$ cat src/rtl/dmem_arb_pkg.sv
// Shared types and defaults for the data-memory arbiter slice.
// Holds the FSM state type, requester port indices and default geometry.
package dmem_arb_pkg;

  localparam int DEF_AW    = 10;
  localparam int DEF_DW    = 32;
  localparam int DEF_DEPTH = 1024;

  localparam int PORT_CORE = 0;
  localparam int PORT_DBG  = 1;

  typedef enum logic [1:0] {
    IDLE   = 2'd0,
    ACCESS = 2'd1,
    RESP   = 2'd2
  } state_t;

endpackage

$ cat src/rtl/dmem_arbiter_rr.sv
// Combinational 2-way round-robin picker.
// On a tie the port that did not win last time is granted.
module rr_arbiter_2 (
  input  logic [1:0] req,
  input  logic       last,
  output logic [1:0] gnt
);

  assign gnt[0] = req[0] & (~req[1] | last);
  assign gnt[1] = req[1] & (~req[0] | ~last);

endmodule

$ cat src/rtl/dmem_arbiter.sv
// Serialises core and debug accesses onto the single-port data memory.
// Each accepted request takes IDLE -> ACCESS -> RESP, one cycle each.
module dmem_arbiter
  import dmem_arb_pkg::*;
#(
  parameter int AW    = DEF_AW,
  parameter int DW    = DEF_DW,
  parameter int DEPTH = DEF_DEPTH
) (
  input  logic            clk,
  input  logic            rst_n,
  input  logic [1:0]      req_valid,
  output logic [1:0]      req_ready,
  input  logic [1:0]      req_we,
  input  logic [2*AW-1:0] req_addr,
  input  logic [2*DW-1:0] req_wdata,
  output logic [1:0]      resp_valid,
  output logic            resp_err,
  output logic [DW-1:0]   resp_rdata,
  output logic            mem_en,
  output logic            mem_we,
  output logic [AW-1:0]   mem_addr,
  output logic [DW-1:0]   mem_wdata,
  input  logic [DW-1:0]   mem_rdata
);

  // One extra bit so DEPTH == 2**AW is representable.
  localparam logic [AW:0] DEPTH_LIM = (AW+1)'(DEPTH);

  state_t          state;
  logic            last;
  logic            owner;
  logic            we_q;
  logic            err_q;
  logic [AW-1:0]   addr_q;
  logic [DW-1:0]   wdata_q;
  logic [1:0]      gnt;
  logic            sel;
  logic            sel_we;
  logic [AW-1:0]   sel_addr;
  logic [DW-1:0]   sel_wdata;
  logic            out_of_range;
  logic            handshake;

  rr_arbiter_2 u_rr (
    .req  (req_valid),
    .last (last),
    .gnt  (gnt)
  );

  assign sel          = gnt[1];
  assign sel_we       = sel ? req_we[1] : req_we[0];
  assign sel_addr     = sel ? req_addr[2*AW-1:AW] : req_addr[AW-1:0];
  assign sel_wdata    = sel ? req_wdata[2*DW-1:DW] : req_wdata[DW-1:0];
  assign handshake    = (state == IDLE) && (gnt != 2'b00);
  assign out_of_range = {1'b0, addr_q} >= DEPTH_LIM;

  always_ff @(posedge clk or negedge rst_n) begin
    if (!rst_n) begin
      state   <= IDLE;
      last    <= 1'b1;
      owner   <= 1'b0;
      we_q    <= 1'b0;
      err_q   <= 1'b0;
      addr_q  <= '0;
      wdata_q <= '0;
    end else begin
      case (state)
        IDLE: begin
          if (handshake) begin
            owner   <= sel;
            last    <= sel;
            we_q    <= sel_we;
            addr_q  <= sel_addr;
            wdata_q <= sel_wdata;
            err_q   <= 1'b0;
            state   <= ACCESS;
          end
        end
        ACCESS: begin
          err_q <= out_of_range;
          state <= RESP;
        end
        RESP:    state <= IDLE;
        default: state <= IDLE;
      endcase
    end
  end

  // Out-of-range accesses never reach the memory; their read data is forced to zero.
  always_comb begin
    req_ready  = (state == IDLE) ? gnt : 2'b00;
    mem_en     = (state == ACCESS) && !out_of_range;
    mem_we     = mem_en && we_q;
    mem_addr   = addr_q;
    mem_wdata  = wdata_q;
    resp_valid = 2'b00;
    resp_err   = 1'b0;
    resp_rdata = '0;
    if (state == RESP) begin
      resp_valid[PORT_CORE] = (owner == 1'(PORT_CORE));
      resp_valid[PORT_DBG]  = (owner == 1'(PORT_DBG));
      resp_err              = err_q;
      if (!we_q && !err_q) begin
        resp_rdata = mem_rdata;
      end
    end
  end

endmodule

$ cat config.mk
export PLATFORM = sky130hd
export DESIGN_NAME = dmem_arbiter
export DESIGN_NICKNAME = d
export VERILOG_FILES = /design/src/rtl/dmem_arb_pkg.sv /design/src/rtl/dmem_arbiter_rr.sv /design/src/rtl/dmem_arbiter.sv
export SDC_FILE = /design/constraint.sdc
export NUM_CORES = 1
export LEC_CHECK = 0
export BUFFER_PORTS_ARGS = -buffer_cell sky130_fd_sc_hd__buf_2
export CAP_MARGIN = 25
export CORE_MARGIN = 8
export CORE_UTILIZATION = 42
export CTS_BUF_LIST = sky130_fd_sc_hd__clkbuf_4 sky130_fd_sc_hd__clkbuf_8 sky130_fd_sc_hd__clkbuf_16
export DETAILED_ROUTE_END_ITERATION = 7
export PLACE_DENSITY = 0.82
export SLEW_MARGIN = 20
export SYNTH_ARGS = -nofsm -noshare
export SYNTH_HDL_FRONTEND = slang
export SYNTH_SLANG_ARGS = --single-unit
$ cat constraint.sdc
create_clock -name clk -period 2.2 [get_ports clk]
set_input_delay 0.33 -clock clk [delete_from_list [all_inputs] [get_ports clk]]
set_output_delay 0.33 -clock clk [all_outputs]
set_load 0.02 [all_outputs]
== Word level (Yosys, flattened, before mapping) ==
Index checks and enable logic that the tools add are counted.
Storage, ports and cells
  input bits: 122
  bits in registers: 48
  word-level logic and storage cells: 40
  output and inout bits: 81
Cells by class
  equality and inequality tests: 3
  bitwise logic cells: 8
  muxes and demuxes: 12
  reduce and logical (&&, ||, !) cells: 10
Operators with widths (count)
  $mux W32: 3
  $mux W10: 1
  $mux W2: 3
  $not A1 Y1: 4
  $pmux W2 S2: 1
  $reduce_and A2 Y1: 2
  $reduce_bool A2 Y1: 2
  $logic_and A1 B1 Y1: 3
  $mux W1: 3
  $and A1 B1 Y1: 2
  $eq A2 B1 Y1 const B: 1
  $eq A2 B2 Y1 const B: 1
  $logic_not A1 Y1: 2
  $logic_not A2 Y1: 1
  $ne A2 B2 Y1 const B: 1
  $or A1 B1 Y1: 2
  $pmux W1 S2: 1

== Depth between registers and ports, before layout ==
Gate-level depths: netlist (run 1).
  depth in word-level cells: 7
  gate-level depth with buffers: 5
  mapped depth without buffers: 3

== By module ==
Synthesis (run 1) repeated with hierarchy kept, for this count alone.
Unflattened totals
  cell total of the unflattened synthesis: 198
  area, all modules: 2736.4 µm²
Modules (own cells, without submodules)
  dmem_arbiter: seq. area each 1177.4 µm², times used 1, area each 2717.6 µm², cells each 195
  rr_arbiter_2: seq. area each 0.0 µm², times used 1, area each 18.8 µm², cells each 3

== Least setup slack after synthesis (run 1) ==
No wires, ideal clock.
  path kind: register to output
  start point: reg last
  end point: out req_ready[1]
  data required time: 1870 ps
  cell stages (with the launch flop): 5
  data arrival time: 1322 ps
  setup slack: 548 ps
  path through: dfstp_2 -> a21bo_1 -> buf_6 -> buf_8 -> nor3_1
On the way
  longest elaborated chain between the ends: 4
Ends and longest elaborated chain
  start: declaration: line dmem_arbiter.sv:31  | logic last;
  start signal: assignment: line dmem_arbiter.sv:72  | last <= sel;
  $not A1 Y1: line dmem_arbiter_rr.sv:10  | assign gnt[1] = req[1] & (~req[0] | ~last);
  $or A1 B1 Y1: line dmem_arbiter_rr.sv:10
  $and A1 B1 Y1: line dmem_arbiter_rr.sv:10
  $mux W2: line dmem_arbiter.sv:92  | req_ready = (state == IDLE) ? gnt : 2'b00;
  end: declaration: line dmem_arbiter.sv:13  | output logic [1:0] req_ready,
No other way between the ends.

== Worst setup path in the final report (run 1) ==
  start point: reg state[0]
  end point: out resp_rdata[27]
On the way
  longest elaborated chain between the ends: 2
Ends and longest elaborated chain
  start: declaration: line dmem_arbiter.sv:30  | state_t state;
  start signal: assignment: line dmem_arbiter.sv:60  | state <= IDLE;
  start signal: assignment: line dmem_arbiter.sv:77  | state <= ACCESS;
  start signal: assignment: line dmem_arbiter.sv:82  | state <= RESP;
  $eq A2 B2 Y1: line dmem_arbiter.sv:100  | if (state == RESP) begin
  $mux W32: line dmem_arbiter.sv:100
  end: declaration: line dmem_arbiter.sv:19  | output logic [DW-1:0] resp_rdata,
No other way between the ends.

==> reports/qor.csv, run 1 <==
stage;metric;value;unit
status;outcome;complete, no violations;
timing;setup_tns;0;ns
setup_path;start_kind;flip-flop;
logic_synthesis;ys_seq_area_share;41.1;%
grt;grt_pass1_vias;2515;
setup_path;worstPathArrival;1.61;ns
timing;slew_headroom;63.9;%
power_and_ir_drop;total_power;5.21;mW
logic_synthesis;yosys_warnings;0;
layout;area_delta_synth_final;40.1;%
route;drt_iter0_drc;29;
grt;grt_max_degree;45;
logic_synthesis;netlist_instances;198;
clocking;ctsResizeCount;0;
power_and_ir_drop;power.density;1300;nW/um^2
clocking;clockRootBuffer;clkbuf_8;
clocking;numCtsBuffers;5;
logic_synthesis;syn_area_per_cell;14.5;sq um
timing;skew;0.00759;ns
logic_synthesis;yosys.cell_types.count;22;
logic_synthesis;syn_area;2870;sq um
timing;max_freq;0.514;GHz
setup_path;rrSetupSlack;0.45;ns
floorplanning;chipWidth;98.6;um
timing;finalMaxSlewViolations;0;
placed_design;gp_congestion;0.868;
route;antenna_left;0;
grt;grt_first_pass_wirelength;13.1;mm
clocking;cts_sinks;47;
power_and_ir_drop;irDropWorstVdd;0.000553;V
worst_hold_path;hold_class;input pin to async pin;
clocking;cts_tree;built;
job;cap_violations;0;
clocking;clk_pin_slew_worst_paths;0.08;ns
clocking;hold_buffers;0;
layout;n_antenna_cell;0;
setup_path;endpoint_kind;primary output;
route;drcViolationCount;0;
placed_design;dpl.hpwl;6.71;mm
floorplanning;die_y;98.6;um
floorplanning;dieArea;9720;sq um
floorplanning;initial_core_util;42.9;%
layout;fill_cells;555;
timing;fin_crit_sh;88.4;%
layout;nets;519;
grt;grt_overflow;0;
logic_synthesis;synth_nets;320;
floorplanning;io_pins;203;
floorplanning;core;6680;sq um
timing;finalCriticalPeriod;1.94;ns
setup_path;path_class;flip-flop to primary output;
setup_path;cp.required;1.87;ns
route;wl;8.19;mm
timing;hold_violations;0;
placed_design;portBuffers;201;
timing;tightest_slew;0.541;ns
route;vias;2247;
timing;setup_ws;0.256;ns
layout;final_layout_size_suffix_gt1_share;76.1;%
route;dr.pass1.iters;4;
clocking;clkLatencyLatePin;0.29;ns
clocking;clock_path_buffers;2;
setup_path;path_max_fanout;32;
grt;antenna_found_initial;0;
route;wl_per_cell;17.1;um
floorplanning;row_count;30;
timing;setup_viol;0;
placed_design;pre_cts_slack;0.448;ns
grt;grt_use_total;16.5;%
route;vias_per_cell;4.70;
timing;rsz0062_at_grt;false;
clocking;cts_max_level;2;
power_and_ir_drop;p_leak;2.31;nW
clocking;postCtsSetupBuffers;0;
logic_synthesis;ys_ff_latch;47;
[synthesized netlist by cell type, drive strengths merged]
library cell	count	area [sq um]
buf	11	114
nor2b	2	12.5
dfrtp	46	1150
mux2	86	1260
nor3	1	5.00
conb	1	3.75
clkbuf	3	11.3
a21oi	2	10.0
dfstp	1	26.3
a21bo	1	10.0
nor2	4	15.0
nand2	1	3.75
inv	2	7.51
a31oi	1	6.26
a21o	1	7.51
o21a	1	7.51
nand2b	1	6.26
and2	33	206
[metrics by stage]
| step | instances | hold slack (ns) | cell area (sq um) | utilization, % |
|---|---|---|---|---|
| 6_report | 478 | 0.0188 | 4010 | 60.1 |
| 5_1_grt | 478 | 0.0582 | 4010 | 60.1 |
| 4_1_cts | 478 | 0.0319 | 4010 | 60.1 |
| 3_5_place_dp | 470 | 0.350 | 3920 | 58.7 |
| 3_3_place_gp | 470 | 0.345 | 3920 | 58.7 |
| 2_1_floorplan | 198 | 0.0344 | 2870 | - |
[registers in the layout, indices dropped and copies added (netlist names)]
| register | flops |
|---|---|
| mem_wdata | 32 |
| mem_addr | 10 |
| state | 2 |
| last | 1 |
| owner | 1 |
| we_q | 1 |
[placed cells by master, fill, tap and decap left out, drive strengths merged, types with 2 or more instances in the layout]
| master | synthesis | routed |
|---|---|---|
| a21oi | 2 | 2 |
| and2 | 33 | 33 |
| buf | 11 | 206 |
| clkbuf | 3 | 8 |
| dfrtp | 46 | 46 |
| inv | 2 | 2 |
| mux2 | 86 | 86 |
| nor2 | 4 | 4 |
| nor2b | 2 | 2 |
[layout make-up]
class | count | area (sq um) | share of cell area (%)
Tap cell | 80 | 100 | 2.49
Clock buffer | 8 | 91.3 | 2.28
Multi-Input combinational cell | 135 | 1560 | 38.8
Sequential cell | 47 | 1180 | 29.3
Timing Repair Buffer | 206 | 1080 | 26.9
Inverter | 2 | 7.51 | 0.187
[logic make-up after synthesis]
family,share of synthesized area (%)
mux,44.0
flops,41.1
simple gates,8.69
buf+inv,4.63
compound gates,1.44
other cells,0.131
[worst max-delay path, cell delays in order (launching register included)]
cell	delay, ns
dfrtp_1	0.41
nand2b_1	0.18
nor2_1	0.09
buf_4	0.24
and2_1	0.21
buf_2	0.18
[per-layer routing]
layer / routed length (um) / GRT usage (%) / up-vias
li1: - / - / 1074
met5: 0 / 0 / -
met4: 41 / 3.07 / 0
met3: 607 / 5.64 / 4
met1: 3440 / 20.0 / 1074
met2: 4100 / 27.9 / 95
[report_power, final]
part	switching [mW]	total [mW]	internal (mW)
logic	1.57	3.11	1.54
registers	0.254	1.58	1.32
clock network	0.259	0.522	0.263
total	2.08	5.21	3.12
[path summary, 6_finish.rpt]
check                                                 end  cells past startpoint            startpoint
max in group asynchronous       mem_wdata[25]$_DFFE_PN0P_                      2                 rst_n
worst min register to register       state[1]$_DFFE_PN0P_                      1  state[1]$_DFFE_PN0P_
worst max-delay path                       resp_rdata[27]                      5  state[0]$_DFFE_PN0P_
min in group clk                         last$_DFFE_PN1P_                      2          req_valid[0]
worst max register to register  mem_wdata[18]$_DFFE_PN0P_                      4      last$_DFFE_PN1P_
worst min-delay path            mem_wdata[24]$_DFFE_PN0P_                      1                 rst_n
No activity file was read; power rests on OpenSTA's default activity.
==> run 2, diff against run 1 <==
- BUFFER_PORTS_ARGS: -buffer_cell sky130_fd_sc_hd__buf_2 -> -buffer_cell sky130_fd_sc_hd__clkbuf_2
- CORE_UTILIZATION: 42 -> 37
- PLACE_DENSITY: 0.82 -> 0.74
- clock period: 2.2 -> 1.6 ns (I/O delays scaled with it)
==> reports/qor.csv, run 2 (same netlist as run 1, synthesis figures left out) <==
stage;metric;value;unit;change
placed_design;dpl.hpwl;6.97;mm;was 6.71 mm
placed_design;portBuffers;201;;unchanged
route;vias;2461;;was 2,247
route;drcViolationCount;0;;unchanged
layout;final_cell_area;4870;sq um;was 4010 sq um
grt;grt_use_total;17.3;%;was 16.5%
floorplanning;row_count;32;;was 30
grt;grt_first_pass_wirelength;15.2;mm;was 13.1 mm
timing;hold_violations;0;;unchanged
power_and_ir_drop;internal_power;5.25;mW;was 3.12 mW
clocking;numCtsBuffers;5;;unchanged
power_and_ir_drop;power_frac_seq;26.3;%;was 30.3%
setup_path;start_kind;flip-flop;;unchanged
layout;n_antenna_cell;0;;unchanged
setup_path;crit_buf_inv;2;;unchanged
layout;largest_reg_flops;32;;unchanged
power_and_ir_drop;p_leak;2.66;nW;was 2.31 nW
route;vias_per_cell;4.71;;was 4.70
setup_path;worstPathArrival;1.55;ns;was 1.61 ns
grt;antenna_found_initial;0;;unchanged
placed_design;placed_cells;500;;was 470
setup_path;crit_chain;nand2b_4 -> nor2_4 -> buf_6 -> and2_4 -> buf_8;;was nand2b_1 -> nor2_1 -> buf_4 -> and2_1 -> buf_2
floorplanning;chipWidth;104;um;was 98.6 um
timing;skew;0.00392;ns;was 0.00759 ns
timing;setup_tns;-8.22;ns;was 0 ns
power_and_ir_drop;sw_frac_of_total;37.9;%;was 40.0%
setup_path;crit_start;state[0]$_DFFE_PN0P_;;unchanged
setup_path;crit_family;simple AND/OR/NAND/NOR gates;;unchanged
layout;fill_cells;599;;was 555
layout;nets;541;;was 519
timing;max_freq;0.559;GHz;
layout;mostFrequentLayoutCell;clkbuf_2;;was buf_2
timing;setup_viol;70;;was 0
floorplanning;core;7610;sq um;was 6680 sq um
setup_path;path_max_fanout;8;;was 32
timing;fin_crit_sh;112;%;
clocking;clockRootBuffer;clkbuf_8;;unchanged
job;cap_violations;0;;unchanged
route;wl_per_cell;19.1;um;was 17.1 um
power_and_ir_drop;p_comb_share;63.2;%;was 59.7%
setup_path;cp.required;1.36;ns;was 1.87 ns
layout;multi_input_area;1690;sq um;was 1560 sq um
setup_path;cpMaxStageDelayCell;dfrtp_1;;unchanged
route;dr.pass1.iters;4;;unchanged
worst_hold_path;hold_class;input pin to flip-flop;;was input pin to async pin
clocking;clkLatencyLatePin;0.29;ns;about the same
route;wl;9.98;mm;was 8.19 mm
placed_design;placed_cell_area;4050;sq um;was 3920 sq um
power_and_ir_drop;irDropWorstVdd;0.000840;V;was 0.000553 V
clocking;clock_path_buffers;2;;unchanged
grt;grt_max_degree;26;;was 45
layout;area_delta_synth_final;70.0;%;was 40.1%
status;outcome;finished, violations left;;was complete, no violations
route;drt_iter0_drc;86;;was 29
layout;regArea;1180;sq um;about the same
layout;fin_cells;522;;was 478
placed_design;gp_congestion;0.819;;was 0.868
power_and_ir_drop;total_power;8.45;mW;was 5.21 mW
clocking;cts_tree;built;;unchanged
clocking;cts_sinks;47;;unchanged
timing;finalMaxSlewViolations;0;;unchanged
floorplanning;io_pins;203;;unchanged
grt;grt_pass1_vias;2877;;was 2,515
layout;final_layout_size_suffix_gt1_share;86.2;%;was 76.1%
layout;layout_common_cells;166 x clkbuf_2, 85 x mux2_4, 45 x dfrtp_1, 34 x buf_8, 33 x and2_4;;was 201 x buf_2, 78 x mux2_4, 46 x dfrtp_1, 33 x and2_1, 8 x mux2_2
grt;grt_overflow;0;;unchanged
timing;finalCriticalPeriod;1.79;ns;
power_and_ir_drop;clkPwrFrac;10.5;%;was 10.0%
worst_hold_path;min-delay-start;req_valid[0];;
timing;setup_ws;-0.188;ns;was 0.256 ns
status;violations;setup timing;;
setup_path;timing.rr.start;last$_DFFE_PN1P_;;unchanged
floorplanning;initial_core_util;37.7;%;was 42.9%
layout;final_util;64.0;%;was 60.1%
setup_path;endpoint_kind;primary output;;unchanged
clocking;clk_pin_slew_worst_paths;0.08;ns;about the same
setup_path;critical_path.max_stage_delay;0.42;ns;was 0.41 ns
floorplanning;dieArea;10800;sq um;was 9720 sq um
clocking;cts_max_level;2;;unchanged
power_and_ir_drop;netSwitchingPower;3.21;mW;was 2.08 mW
route;antenna_left;0;;unchanged
timing;rsz0062_at_grt;true;;was false
setup_path;path_class;flip-flop to primary output;;unchanged
floorplanning;die_y;104;um;was 98.6 um
power_and_ir_drop;power.density;1740;nW/um^2;was 1300 nW/um^2
run 2: changes by cell type in the layout (fill, tap and decap cells not counted), moves of 6 or more:
cell      delta
and2_1      -33
and2_4      +33
buf_12       +6
buf_2      -201
buf_4        +6
buf_6        +6
buf_8       +34
clkbuf_2   +166
mux2_2       -7
mux2_4       +7
run 2: layout make-up:
type | instances | share of cell area, %
clock buffers | 6 | 1.70
clock inverters | 2 | 0.719
inverters | 2 | 0.154
multi-input cells | 135 | 34.8
flip-flops and latches | 47 | 24.2
well taps | 102 | 2.62
repair buffers | 228 | 35.8
run 2: routing by layer:
layer  global-route usage [%]  wire length, um
met1                     18.1             3680
met2                     32.4             5470
met3                     4.58              573
met4                     6.00              259
met5                        0                0
run 2: worst paths after layout:
path | endpoint | slack [ns] | cells past startpoint
worst min-delay path | last$_DFFE_PN1P_ | 0.25 | 3
worst min register to register | mem_wdata[27]$_DFFE_PN0P_ | 0.51 | 1
max in group asynchronous | last$_DFFE_PN1P_ | 0.62 | 3
worst max-delay path | resp_rdata[26] | -0.19 | 5
min in group asynchronous | mem_wdata[22]$_DFFE_PN0P_ | 0.42 | 2
worst max register to register | mem_wdata[30]$_DFFE_PN0P_ | -0.10 | 5
run 2: power groups by stage:
stage | clock (mW) | sequential (mW) | combinational, mW
floorplan | 0 | 2.84 | 2.40
global placement | 0 | 2.17 | 4.42
detailed placement | 0 | 2.20 | 4.49
CTS | 0.920 | 2.21 | 5.00
global route | 0.970 | 2.32 | 5.61
finish | 0.887 | 2.22 | 5.34
run 2: worst register-to-register path, stage by stage (launching register included):
cell,delay (ns)
dfstp_2,0.55
a21bo_4,0.22
buf_12,0.13
buf_16,0.14
mux2_4,0.31
mux2_4,0.26
run 2: what timing repair did:
action                                  in CTS  in global routing
endpoints found under the hold margin       16                  0
hold buffers                                 1                  0
gates resized for setup                     95                 66
pin swaps                                   14                 25
cloned                                       3                  2
endpoints found under the setup margin      67                 78
setup buffers                                5                  3
run 2: metrics by stage:
step	hold slack, ns	setup WS, ns
final	0.250	-0.188
after global routing	0.232	-0.245
after CTS	0.236	-0.122
after detailed placement	0.208	-0.0805
after global placement	0.212	-0.0446
after floorplan	-0.0556	0.00244
